===== src/rtl/key_filter.sv =====
// rtl/key_filter.sv - push-button debouncer with press/release strobes
module key_filter #(
    parameter int CNT_MAX = 1_000_000
) (
    input  logic sys_clk,
    input  logic sys_rst_n,
    input  logic key_in,
    output logic key_state,
    output logic key_flag,
    output logic key_release_flag
);

    localparam int CW = $clog2(CNT_MAX + 1);
    localparam logic [CW-1:0] CNT_LAST = CW'(CNT_MAX - 1);

    typedef enum logic [1:0] {
        IDLE,
        PRESS_FILT,
        DOWN,
        REL_FILT
    } state_t;

    state_t        state;
    logic [CW-1:0] cnt;
    logic          key_meta;
    logic          key_sync;

    // Two-stage synchronizer; idles high so reset reads as "released".
    always_ff @(posedge sys_clk or negedge sys_rst_n) begin
        if (!sys_rst_n) begin
            key_meta <= 1'b1;
            key_sync <= 1'b1;
        end else begin
            key_meta <= key_in;
            key_sync <= key_meta;
        end
    end

    // Debounce FSM: a level must hold for CNT_MAX filter cycles before it is accepted.
    always_ff @(posedge sys_clk or negedge sys_rst_n) begin
        if (!sys_rst_n) begin
            state            <= IDLE;
            cnt              <= '0;
            key_state        <= 1'b1;
            key_flag         <= 1'b0;
            key_release_flag <= 1'b0;
        end else begin
            key_flag         <= 1'b0;
            key_release_flag <= 1'b0;
            case (state)
                IDLE: begin
                    if (!key_sync) begin
                        state <= PRESS_FILT;
                        cnt   <= '0;
                    end
                end
                PRESS_FILT: begin
                    if (key_sync) begin
                        state <= IDLE;
                    end else if (cnt == CNT_LAST) begin
                        state     <= DOWN;
                        key_flag  <= 1'b1;
                        key_state <= 1'b0;
                    end else begin
                        cnt <= cnt + CW'(1);
                    end
                end
                DOWN: begin
                    if (key_sync) begin
                        state <= REL_FILT;
                        cnt   <= '0;
                    end
                end
                REL_FILT: begin
                    if (!key_sync) begin
                        state <= DOWN;
                    end else if (cnt == CNT_LAST) begin
                        state            <= IDLE;
                        key_release_flag <= 1'b1;
                        key_state        <= 1'b1;
                    end else begin
                        cnt <= cnt + CW'(1);
                    end
                end
                default: state <= IDLE;
            endcase
        end
    end

endmodule


===== config.mk =====
export PLATFORM = sky130hd
export DESIGN_NAME = key_filter
export DESIGN_NICKNAME = d
export VERILOG_FILES = /design/src/rtl/key_filter.sv
export SDC_FILE = /design/constraint.sdc
export NUM_CORES = 1
export LEC_CHECK = 0
export BUFFER_PORTS_ARGS = -buffer_cell sky130_fd_sc_hd__buf_2
export CAP_MARGIN = 15
export CORE_UTILIZATION = 40
export CTS_BUF_LIST = sky130_fd_sc_hd__clkbuf_8
export CTS_CLUSTER_SIZE = 28
export DETAILED_ROUTE_END_ITERATION = 10
export HOLD_SLACK_MARGIN = 0.02
export PLACE_DENSITY = 0.65
export SLEW_MARGIN = 0
export SYNTH_ARGS = -nofsm -noshare
export SYNTH_HDL_FRONTEND = slang
export SYNTH_SLANG_ARGS = --single-unit
export TNS_END_PERCENT = 50

===== constraint.sdc =====
create_clock -name sys_clk -period 2.55 [get_ports sys_clk]
set_input_delay 0.1275 -clock sys_clk [delete_from_list [all_inputs] [get_ports sys_clk]]
set_output_delay 0.1275 -clock sys_clk [all_outputs]
set_load 0.02 [all_outputs]

== Word level (Yosys, flattened, before mapping) ==
Cells that the tools add are included.

* Add/sub/neg operators: 1
* Multipliers: 0
* Divide/modulo/power cells: 0
* Order comparisons: 0
* Eq/ne operators: 12
* Shifts and indexed selects: 0
* Multiplexer cells: 23
* Bitwise gates (word level): 0
* Reduce and logical (&&, ||, !) cells: 5

{| class="wikitable"
|+ Operators with widths
! kind !! count
|-
| 2-to-1 mux 20 bit || 5
|-
| case mux 20 bit (4 select lines) || 1
|-
| adder 20 x 1 -> 20 bit, second input constant || 1
|-
| equality test 20 bit, second input constant || 1
|-
| 2-to-1 mux 2 bit || 6
|-
| inequality test 2 bit, second input constant || 6
|-
| 2-to-1 mux 1 bit || 9
|-
| case mux 2 bit (4 select lines) || 1
|-
| AND reduction 4 bit || 2
|-
| inequality test 3 bit, second input constant || 2
|-
| AND reduction 5 bit || 1
|-
| equality test 2 bit, second input constant || 2
|-
| equality test 2 x 1 -> 1 bit, second input constant || 1
|-
| logical NOT 2 bit || 1
|-
| case mux 1 bit (2 select lines) || 1
|-
| nonzero test 2 bit || 1
|}

* Register bits after elaboration: 27
* Latch bits: 0
* Bits in writable memories: 0
* ROM bits: 0
* Input port bits: 3
* Output and inout bits: 3
* Memories: 0

== Depth between registers and ports, before layout ==
Gate-level depths: netlist of the first run.

* Word-level depth: 4
* Depth in mapped cells: 6

== Least setup slack after synthesis of the first run ==
No wires, ideal clock.

* Path kind: reg2reg
* Start point: reg key_sync
* End point: reg cnt[17]
* Library setup time: 0.124 ns
* Data arrival time: 1.540 ns
* Slack: 0.886 ns
* Cell stages (with the launch flop): 6
* Clock period less this slack: 1.664 ns
* Cell sequence: dfstp_2 -> clkbuf_1 -> xor2_1 -> buf_2 -> nor4_1 -> a211o_1

* Cells in the longest elaborated chain, start to end: 2

{| class="wikitable"
|+ Ends and longest elaborated chain
! element !! RTL line !! text
|-
| start, declared || 26 || <nowiki>logic key_sync;</nowiki>
|-
| start signal, assigned || 35 || <nowiki>key_sync <= key_meta;</nowiki>
|-
| inequality test 2 bit (no source line) || -- ||
|-
| AND reduction 4 bit (no source line) * || -- ||
|-
| end signal, assigned || 65 || <nowiki>cnt <= cnt + CW'(1);</nowiki>
|-
| end signal, assigned || 82 || <nowiki>cnt <= cnt + CW'(1);</nowiki>
|-
| end, declared || 24 || <nowiki>logic [CW-1:0] cnt;</nowiki>
|}

Mark *: on every way between the ends. The rest lies on a longest branch, timed or not.
A chain may end at the register's enable or synchronous reset.

== Worst setup path in the final report of the first run ==
* Start point: reg cnt[15]
* End point: reg cnt[0]

* Cells in the longest elaborated chain, start to end: 4

{| class="wikitable"
|+ Ends and longest elaborated chain
! element !! RTL line
|-
| equality test 20 bit * || 60, 77
|-
| 2-to-1 mux 20 bit * || --
|-
| 2-to-1 mux 20 bit (on tied branches) || --
|-
| case mux 20 bit (4 select lines) * || --
|}

Mark *: on every way between the ends. The rest lies on a longest branch, timed or not. The select of a mux whose other input is x is not followed.

==> impl_metrics.py, run 1 <==
metrics = {
    "timing": {
        "fmax_mhz": 544,
        "worst_pin_slew_ns": 0.603,
        "fin_crit_ns": 1.84,
        "final_hold_viol_count": 0,
        "fin_skew_ns": 0.00202,
        "slew_violations": 0,
        "fin_tns_setup_ns": 0,
        "final.setup.worst_slack_ns": 0.712,
        "slew_headroom_pct": 59.8,
        "finalCritPeriodShare_pct": 72.1,
        "finalSetupViolCount": 0,
        "rsz0062_at_grt": "no",
    },
    "synthesis": {
        "syn-cell-area_um2": 1550,
        "synth_cell_types": 45,
        "synth-edff-count": 0,
        "synth_seq_cells": 27,
        "synth_nets": 161,
        "synthCells": 157,
        "yosysWarnings": 0,
        "seq_area_frac_synth_pct": 43.7,
        "synthFlopType": "dfrtp_1",
        "syn_avg_cell_area_um2": 9.90,
        "ys_async_sr_fraction_pct": 100,
    },
    "worst_setup_path": {
        "critPathCaptureType": "flop",
        "rrSetupSlack_ns": 0.71,
        "cp-start-kind": "flop",
        "reg2reg_depth": 5,
        "critPathMaxFanout": 6,
        "criticalPathCategory": "reg2reg",
        "cp-startpoint": "cnt[15]$_DFFE_PN0P_",
        "reg2reg_from": "cnt[15]$_DFFE_PN0P_",
        "cp.required_ns": 2.71,
        "worstReg2RegEnd": "cnt[0]$_DFFE_PN0P_",
        "arrival_ns": 2.00,
    },
    "cells_and_area": {
        "drive_gt1_share_pct": 12.9,
        "area_growth_pct": 8.78,
        "fin_cells": 211,
        "multi_input_area_um2": 820,
        "fillers": 360,
        "area.sequential_um2": 679,
        "antennaDiodeCount": 0,
        "final_nets": 168,
    },
    "power_and_ir_drop": {
        "ir_drop_uv": 295,
        "power_density_nw_per_um2": 469,
        "p_switching_w": 0.000202,
        "combPwrFrac_pct": 9.9,
        "p_total_w": 0.000793,
        "p_seq_share_pct": 60.1,
        "p_leak_nw": 0.796,
        "p_int_w": 0.000592,
        "clkPwrFrac_pct": 30.1,
        "swShare_pct": 25.4,
    },
    "worst_hold_path": {
        "min_path_cells": 0,
        "holdPathEnd": "key_sync$_DFF_PN1_",
        "hp-class": "reg2reg",
        "min-delay-start": "key_meta$_DFF_PN1_",
    },
    "clock_tree": {
        "cts_setup_buffers": 0,
        "post_cts_resize_count": 0,
        "holdBufCountCts": 2,
        "numCtsBuffers": 3,
        "clock_latency_ns": 0.27,
        "clk_pin_slew_worst_paths_ns": 0.09,
        "cts.path.max_buffers": 2,
        "h-tree-depth": 1,
        "cts_num_sinks": 27,
        "cts_tree": "done",
        "clockRootBuffer": "clkbuf_8",
    },
    "detailed_routing": {
        "ant_nets": 0,
        "drt-pass1-iter-count": 4,
        "wirelength_um": 3320,
        "drt_iter0_drc": 69,
        "vias": 1273,
        "drc": 0,
        "wl_per_cell_um": 15.7,
        "viasPerCell": 6.03,
    },
    "grt": {
        "grt_use_total_pct": 18.1,
        "grt_overflow": 0,
        "grt_pass1_wl_um": 5800,
        "grt_start_max_net_pins": 28,
        "antenna_found_initial": 0,
        "grt_pass1_vias": 1233,
    },
    "floorplan": {
        "fp.coreArea_um2": 3690,
        "num_rows": 22,
        "io_pins": 6,
        "start_util_pct": 42.1,
        "die_y_um": 64.3,
        "die_w_um": 64.3,
        "dieArea_um2": 4140,
    },
    "placement": {
        "place_inst": 205,
        "port_buffers": 5,
        "gp_congestion": 0.744,
        "hpwl_um": 2290,
        "place_worst_setup_slack_ns": 0.740,
    },
    "job": {
        "max-cap-violations": 0,
    },
    "status": {
        "status": "complete, no violations",
    },
}
## cells in the mapped netlist (4+ instances only)
| master | count | share of area, % |
|---|---|---|
| and4_1 | 4 | 2.3 |
| o21ai_0 | 4 | 1.3 |
| mux2i_1 | 5 | 3.2 |
| a211o_1 | 4 | 2.3 |
| nand2_1 | 16 | 3.9 |
| inv_1 | 4 | 0.97 |
| nor2_1 | 5 | 1.2 |
| and2_1 | 5 | 2.0 |
| o2bb2ai_1 | 4 | 2.3 |
| nor3_1 | 4 | 1.3 |
| and3_1 | 8 | 3.2 |
| or4_1 | 4 | 1.9 |
| nand4_1 | 4 | 1.6 |
| dfrtp_1 | 24 | 39 |
| nand3_1 | 7 | 2.3 |
| o211ai_1 | 4 | 1.9 |
| clkbuf_1 | 5 | 1.2 |
## registers in the layout, summed over array words and instances, names as in the netlist, named ones only
signal and count:
key_meta 1, state 1, key_state 1, key_release_flag 1
cnt 20, key_flag 1, key_sync 1
## cell families after synthesis
group	after synthesis	share of synthesized area, %
AND/OR/NAND/NOR	69	26.2
multiplexers	6	4.19
AO/OA/AOI/OAI	39	20.4
adder cells (fa/ha/maj)	1	0.805
buffers and inverters	13	3.54
XOR/XNOR	2	1.13
flip-flops	27	43.7
## worst max-delay path: stages, from the launching register on
cell and delay (ns):
dfrtp_1 0.45, nor4_1 0.42, nand4_1 0.27, o21ai_4 0.20
inv_2 0.09, mux2_4 0.30
## final cells by class
class                      count  area share [%]
clock buffer                   3            2.44
clock inverter                 1           0.222
inverter                       5            1.11
multi-input combinational    117            48.5
sequential                    27            40.2
tap                           48            3.55
timing repair buffer          10            4.00
## metal layers
| layer | up-vias | track usage, % | wire (um) |
|---|---|---|---|
| li1 | 622 | - | - |
| met1 | 628 | 23.6 | 1650 |
| met2 | 21 | 30.4 | 1570 |
| met3 | 2 | 4.29 | 91 |
| met4 | 0 | 3.61 | 13 |
| met5 | - | 0 | 0 |
## worst max path at each step
stage / cells after the start / endpoint
2_1_floorplan: 5 / cnt[17]$_DFFE_PN0P_
3_3_place_gp: 5 / cnt[0]$_DFFE_PN0P_
3_5_place_dp: 5 / cnt[0]$_DFFE_PN0P_
4_1_cts: 5 / cnt[18]$_DFFE_PN0P_
5_1_grt: 5 / cnt[18]$_DFFE_PN0P_
6_report: 5 / cnt[0]$_DFFE_PN0P_
## power by group through the flow
| stage | logic [W] | clock network, W | registers, W |
|---|---|---|---|
| floorplan | 0.0000578 | 0 | 0.000475 |
| global placement | 0.0000745 | 0 | 0.000483 |
| detailed placement | 0.0000772 | 0 | 0.000484 |
| CTS | 0.0000795 | 0.000249 | 0.000477 |
| global route | 0.0000889 | 0.000263 | 0.000480 |
| finish | 0.0000782 | 0.000239 | 0.000476 |
## cell usage in the layout, fill, tap and decap left out, types with 5 or more instances in the layout
master,instances
dfrtp_1,24
nand2_1,16
and3_1,8
nand3_1,7
and2_1,5
inv_1,5
nor2_1,5
mux2i_1,5
buf_2,5
## per-stage QoR
stage	utilization, %	hold WS, ns	instance area (um^2)
floorplan	-	-0.168	1550
detailed placement	44.1	0.173	1630
global placement	44.1	0.173	1630
finish	45.8	0.368	1690
CTS	45.8	0.369	1690
global route	45.8	0.370	1690
Power figures use the tool's default switching activity.
==> run 2, diff against run 1 <==
PLACE_DENSITY = 0.67   (was 0.65)
clock period = 1.5 ns   (was 2.55 ns; I/O delays follow)
==> impl_metrics.py, run 2 (synthesis gave the netlist of run 1 again) <==
metrics = {
    "status": {
        "status": "complete, but fails checks",
        "violations": "setup timing",
    },
    "power_and_ir_drop": {
        "p_total_w": 0.00144,
        "p_leak_nw": 1.04,
        "ir_drop_uv": 548,
        "power_density_nw_per_um2": 681,
    },
    "timing": {
        "worst_pin_slew_ns": 0.633,
        "final_hold_viol_count": 0,
        "rsz0062_at_grt": "yes",
        "fin_crit_ns": 1.65,
        "final.setup.worst_slack_ns": -0.151,
        "slew_headroom_pct": 57.8,
        "finalCritPeriodShare_pct": 110,
        "fin_skew_ns": 0.00534,
        "slew_violations": 0,
        "fmax_mhz": 606,
        "finalSetupViolCount": 22,
    },
    "grt": {
        "grt_use_total_pct": 21.7,
        "antenna_found_initial": 0,
        "grt_overflow": 0,
        "grt_pass1_wl_um": 6980,
        "grt_pass1_vias": 1503,
        "grt_start_max_net_pins": 28,
    },
    "floorplan": {
        "num_rows": 22,
        "die_w_um": 64.3,
        "io_pins": 6,
        "die_y_um": 64.3,
        "start_util_pct": 42.1,
        "dieArea_um2": 4140,
        "fp.coreArea_um2": 3690,
    },
    "cells_and_area": {
        "layout_commonest_cell": "buf_4",
        "top_register": "cnt",
        "drive_gt1_share_pct": 37.6,
        "area_growth_pct": 36.2,
        "antennaDiodeCount": 0,
        "mostFrequentLayoutCells": "buf_4, dfrtp_1, nand2_1",
        "final_nets": 210,
        "largest_register_ff_count": 20,
        "final_area_um2": 2120,
    },
    "clock_tree": {
        "clock_latency_ns": 0.27,
        "clockRootBuffer": "clkbuf_8",
        "cts_tree": "done",
        "numCtsBuffers": 3,
        "h-tree-depth": 1,
        "clk_pin_slew_worst_paths_ns": 0.09,
        "cts_num_sinks": 27,
        "cts.path.max_buffers": 2,
    },
    "detailed_routing": {
        "wirelength_um": 4090,
        "ant_nets": 0,
        "viasPerCell": 5.77,
        "drt_iter0_drc": 116,
        "drt-pass1-iter-count": 4,
        "drc": 0,
        "vias": 1461,
        "wl_per_cell_um": 16.2,
    },
    "placement": {
        "hpwl_um": 2900,
        "place_area_um2": 1910,
        "port_buffers": 5,
        "gp_congestion": 0.830,
    },
    "job": {
        "max-cap-violations": 0,
    },
    "worst_setup_path": {
        "cp-start-kind": "flop",
        "slowest_delay_ns": 0.43,
        "criticalPathCategory": "reg2reg",
        "cp.required_ns": 1.66,
        "critPathBufInv": 1,
        "crit_family": "simple AND/OR/NAND/NOR gates",
        "cp_cell_sequence": "nor4_4 -> nand4_1 -> o21ai_4 -> inv_2 -> mux2_4",
        "arrival_ns": 1.81,
        "crit_path_top_delay_cell": "dfrtp_1",
        "critPathMaxFanout": 4,
        "critPathCaptureType": "flop",
    },
    "worst_hold_path": {
        "hp-class": "in2async",
    },
}
run 2: where the power goes:
group          total [W]  switching (W)  internal, W
Sequential      0.000801      0.0000369     0.000764
Clock           0.000403       0.000219     0.000183
Combinational   0.000238       0.000114     0.000124
run 2: layout make-up:
class                   instances  area [um^2]
clock buffers                   3         41.3
clock inverters                 1         3.75
fillers                       314         1570
inverters                       5         18.8
multi-input cells             117          923
flip-flops and latches         27          679
well taps                      48         60.1
repair buffers                 52          390
run 2: layer usage:
layer | vias up | track usage [%] | wire (um)
met5 | - | 0 | 0
met4 | 0 | 3.06 | 39
met3 | 6 | 3.57 | 135
met2 | 37 | 38.0 | 2080
met1 | 716 | 28.4 | 1840
li1 | 702 | - | -
run 2: final timing paths:
kind | startpoint | end | slack (ns) | cells past startpoint
worst min register to register | key_meta$_DFF_PN1_ | key_sync$_DFF_PN1_ | 0.36 | 0
min in group sys_clk | key_meta$_DFF_PN1_ | key_sync$_DFF_PN1_ | 0.36 | 0
worst min-delay path | sys_rst_n | cnt[14]$_DFFE_PN0P_ | 0.35 | 2
max in group asynchronous | sys_rst_n | cnt[1]$_DFFE_PN0P_ | 0.74 | 2
worst max-delay path | cnt[15]$_DFFE_PN0P_ | cnt[0]$_DFFE_PN0P_ | -0.15 | 5
worst max register to register | cnt[15]$_DFFE_PN0P_ | cnt[0]$_DFFE_PN0P_ | -0.15 | 5
run 2: what timing repair did:
item / in CTS / in global routing
hold buffers: 2 / 0
gates resized for setup: 14 / 4
hold endpoints to repair: 25 / 0
pin swaps: 10 / 2
buffers inserted: 6 / 2
setup endpoints to repair: 23 / 23
run 2: through the flow:
stage / setup TNS (ns) / util, % / instances / hold slack (ns) / worst slack, ns
after global placement: -1.06 / 51.7 / 239 / 0.113 / -0.119
after global routing: -3.97 / 57.4 / 253 / 0.367 / -0.256
final: -1.64 / 57.4 / 253 / 0.348 / -0.151
after CTS: -1.50 / 56.3 / 251 / 0.365 / -0.146
after detailed placement: -2.43 / 51.7 / 239 / 0.131 / -0.211
after floorplan: -0.550 / - / 157 / -0.221 / -0.134
==> run 3, diff against run 2 <==
REMOVE_ABC_BUFFERS = 1   (was not set)
==> impl_metrics.py, run 3 (synthesis gave the netlist of run 1 again) <==
metrics = {
    "detailed_routing": {
        "ant_nets": 0,
        "drt_iter0_drc": 119,
        "wl_per_cell_um": 17.5,
        "vias": 1521,
        "drt-pass1-iter-count": 4,
        "wirelength_um": 4510,
        "viasPerCell": 5.90,
        "drc": 0,
    },
    "placement": {
        "hpwl_um": 3010,
        "port_buffers": 5,
        "place_worst_setup_slack_ns": -0.189,
        "place_area_um2": 1930,
        "place_inst": 245,
        "gp_congestion": 0.846,
    },
    "cells_and_area": {
        "top_register": "cnt",
        "fin_cells": 258,
        "mostFrequentLayoutCells": "buf_4, dfrtp_1, nand2_1",
        "area_growth_pct": 41.6,
        "largest_register_ff_count": 20,
        "final_area_um2": 2200,
        "drive_gt1_share_pct": 41.4,
        "layout_commonest_cell": "buf_4",
        "final_nets": 215,
        "antennaDiodeCount": 0,
    },
    "clock_tree": {
        "cts.path.max_buffers": 2,
        "clock_latency_ns": 0.27,
        "cts_tree": "done",
        "numCtsBuffers": 3,
        "h-tree-depth": 1,
        "cts_num_sinks": 27,
        "clockRootBuffer": "clkbuf_8",
        "clk_pin_slew_worst_paths_ns": 0.09,
    },
    "floorplan": {
        "die_w_um": 64.3,
        "io_pins": 6,
        "fp.coreArea_um2": 3690,
        "num_rows": 22,
        "die_y_um": 64.3,
        "dieArea_um2": 4140,
        "start_util_pct": 42.1,
    },
    "timing": {
        "fmax_mhz": 581,
        "fin_crit_ns": 1.72,
        "finalSetupViolCount": 23,
        "rsz0062_at_grt": "yes",
        "fin_skew_ns": 0.00288,
        "fin_tns_setup_ns": -3.35,
        "slew_headroom_pct": 58.9,
        "finalCritPeriodShare_pct": 115,
        "slew_violations": 0,
        "final.setup.worst_slack_ns": -0.222,
        "final_hold_viol_count": 0,
        "worst_pin_slew_ns": 0.617,
    },
    "worst_setup_path": {
        "critPathMaxFanout": 2,
        "critPathCaptureType": "flop",
        "criticalPathCategory": "reg2reg",
        "cp-start-kind": "flop",
        "cp.required_ns": 1.70,
        "arrival_ns": 1.92,
    },
    "grt": {
        "grt_pass1_vias": 1561,
        "antenna_found_initial": 0,
        "grt_use_total_pct": 24.0,
        "grt_pass1_wl_um": 7600,
        "grt_start_max_net_pins": 28,
        "grt_overflow": 0,
    },
    "worst_hold_path": {
        "hp-class": "in2async",
    },
    "power_and_ir_drop": {
        "p_leak_nw": 1.08,
        "ir_drop_uv": 483,
        "power_density_nw_per_um2": 669,
    },
    "status": {
        "status": "complete, but fails checks",
        "violations": "setup timing",
    },
    "job": {
        "max-cap-violations": 0,
    },
}
==> run 3: worst paths after layout <==
kind	start	end	slack [ns]	cells past startpoint
setup / recovery	cnt[15]$_DFFE_PN0P_	key_state$_DFFE_PN1P_	-0.22	7
hold / removal	sys_rst_n	state[0]$_DFFE_PN0P_	0.34	2
setup reg to reg	cnt[15]$_DFFE_PN0P_	key_state$_DFFE_PN1P_	-0.22	7
hold reg to reg	key_meta$_DFF_PN1_	key_sync$_DFF_PN1_	0.37	0
max in group asynchronous	sys_rst_n	cnt[15]$_DFFE_PN0P_	0.76	2
min in group sys_clk	key_meta$_DFF_PN1_	key_sync$_DFF_PN1_	0.37	0
==> run 3: layer usage <==
layer  share of wire, %  GRT usage, %  routed length [um]
met1                 43          29.5                1960
met2                 51          41.4                2290
met3                4.3          5.18                 192
met4                1.6          7.78                  70
met5                  0             0                   0
==> run 3: final cells by class <==
| type | instances | area, um^2 |
|---|---|---|
| multi-input combinational | 117 | 940 |
| clock inverter | 1 | 3.75 |
| tap | 48 | 60.1 |
| fill | 310 | 1490 |
| clock buffer | 3 | 41.3 |
| timing repair buffer | 57 | 458 |
| inverter | 5 | 18.8 |
| sequential | 27 | 679 |
==> run 3: power breakdown <==
group | internal, W | switching [W] | leakage (nW)
clock network | 0.000184 | 0.000232 | 0.0269
registers | 0.000764 | 0.0000410 | 0.361
logic | 0.000129 | 0.000123 | 0.697
total | 0.00108 | 0.000395 | 1.08
==> run 3: repair_timing <==
item,CTS,global route
hold buffers,2,0
buffers inserted,4,2
hold endpoints to repair,25,0
pin swaps,2,13
setup endpoints to repair,23,24
gates cloned,0,1
gates resized for setup,20,14
==> run 3: critical path, stage by stage, from the launching register on <==
cell and delay (ns):
dfrtp_1 0.43, nor4_4 0.33, nand4_1 0.23, buf_4 0.20, buf_4 0.12, buf_4 0.13, o21ai_2 0.11, o211ai_1 0.11
==> run 3: stage by stage <==
stage | utilization, % | hold WS (ns) | total power (W)
6_report | 59.7 | 0.336 | 0.00147
5_1_grt | 59.7 | 0.373 | 0.00155
4_1_cts | 56.7 | 0.362 | 0.00146
3_5_place_dp | 52.2 | 0.125 | 0.00102
3_3_place_gp | 52.2 | 0.115 | 0.00101
2_1_floorplan | - | -0.221 | 0.000899
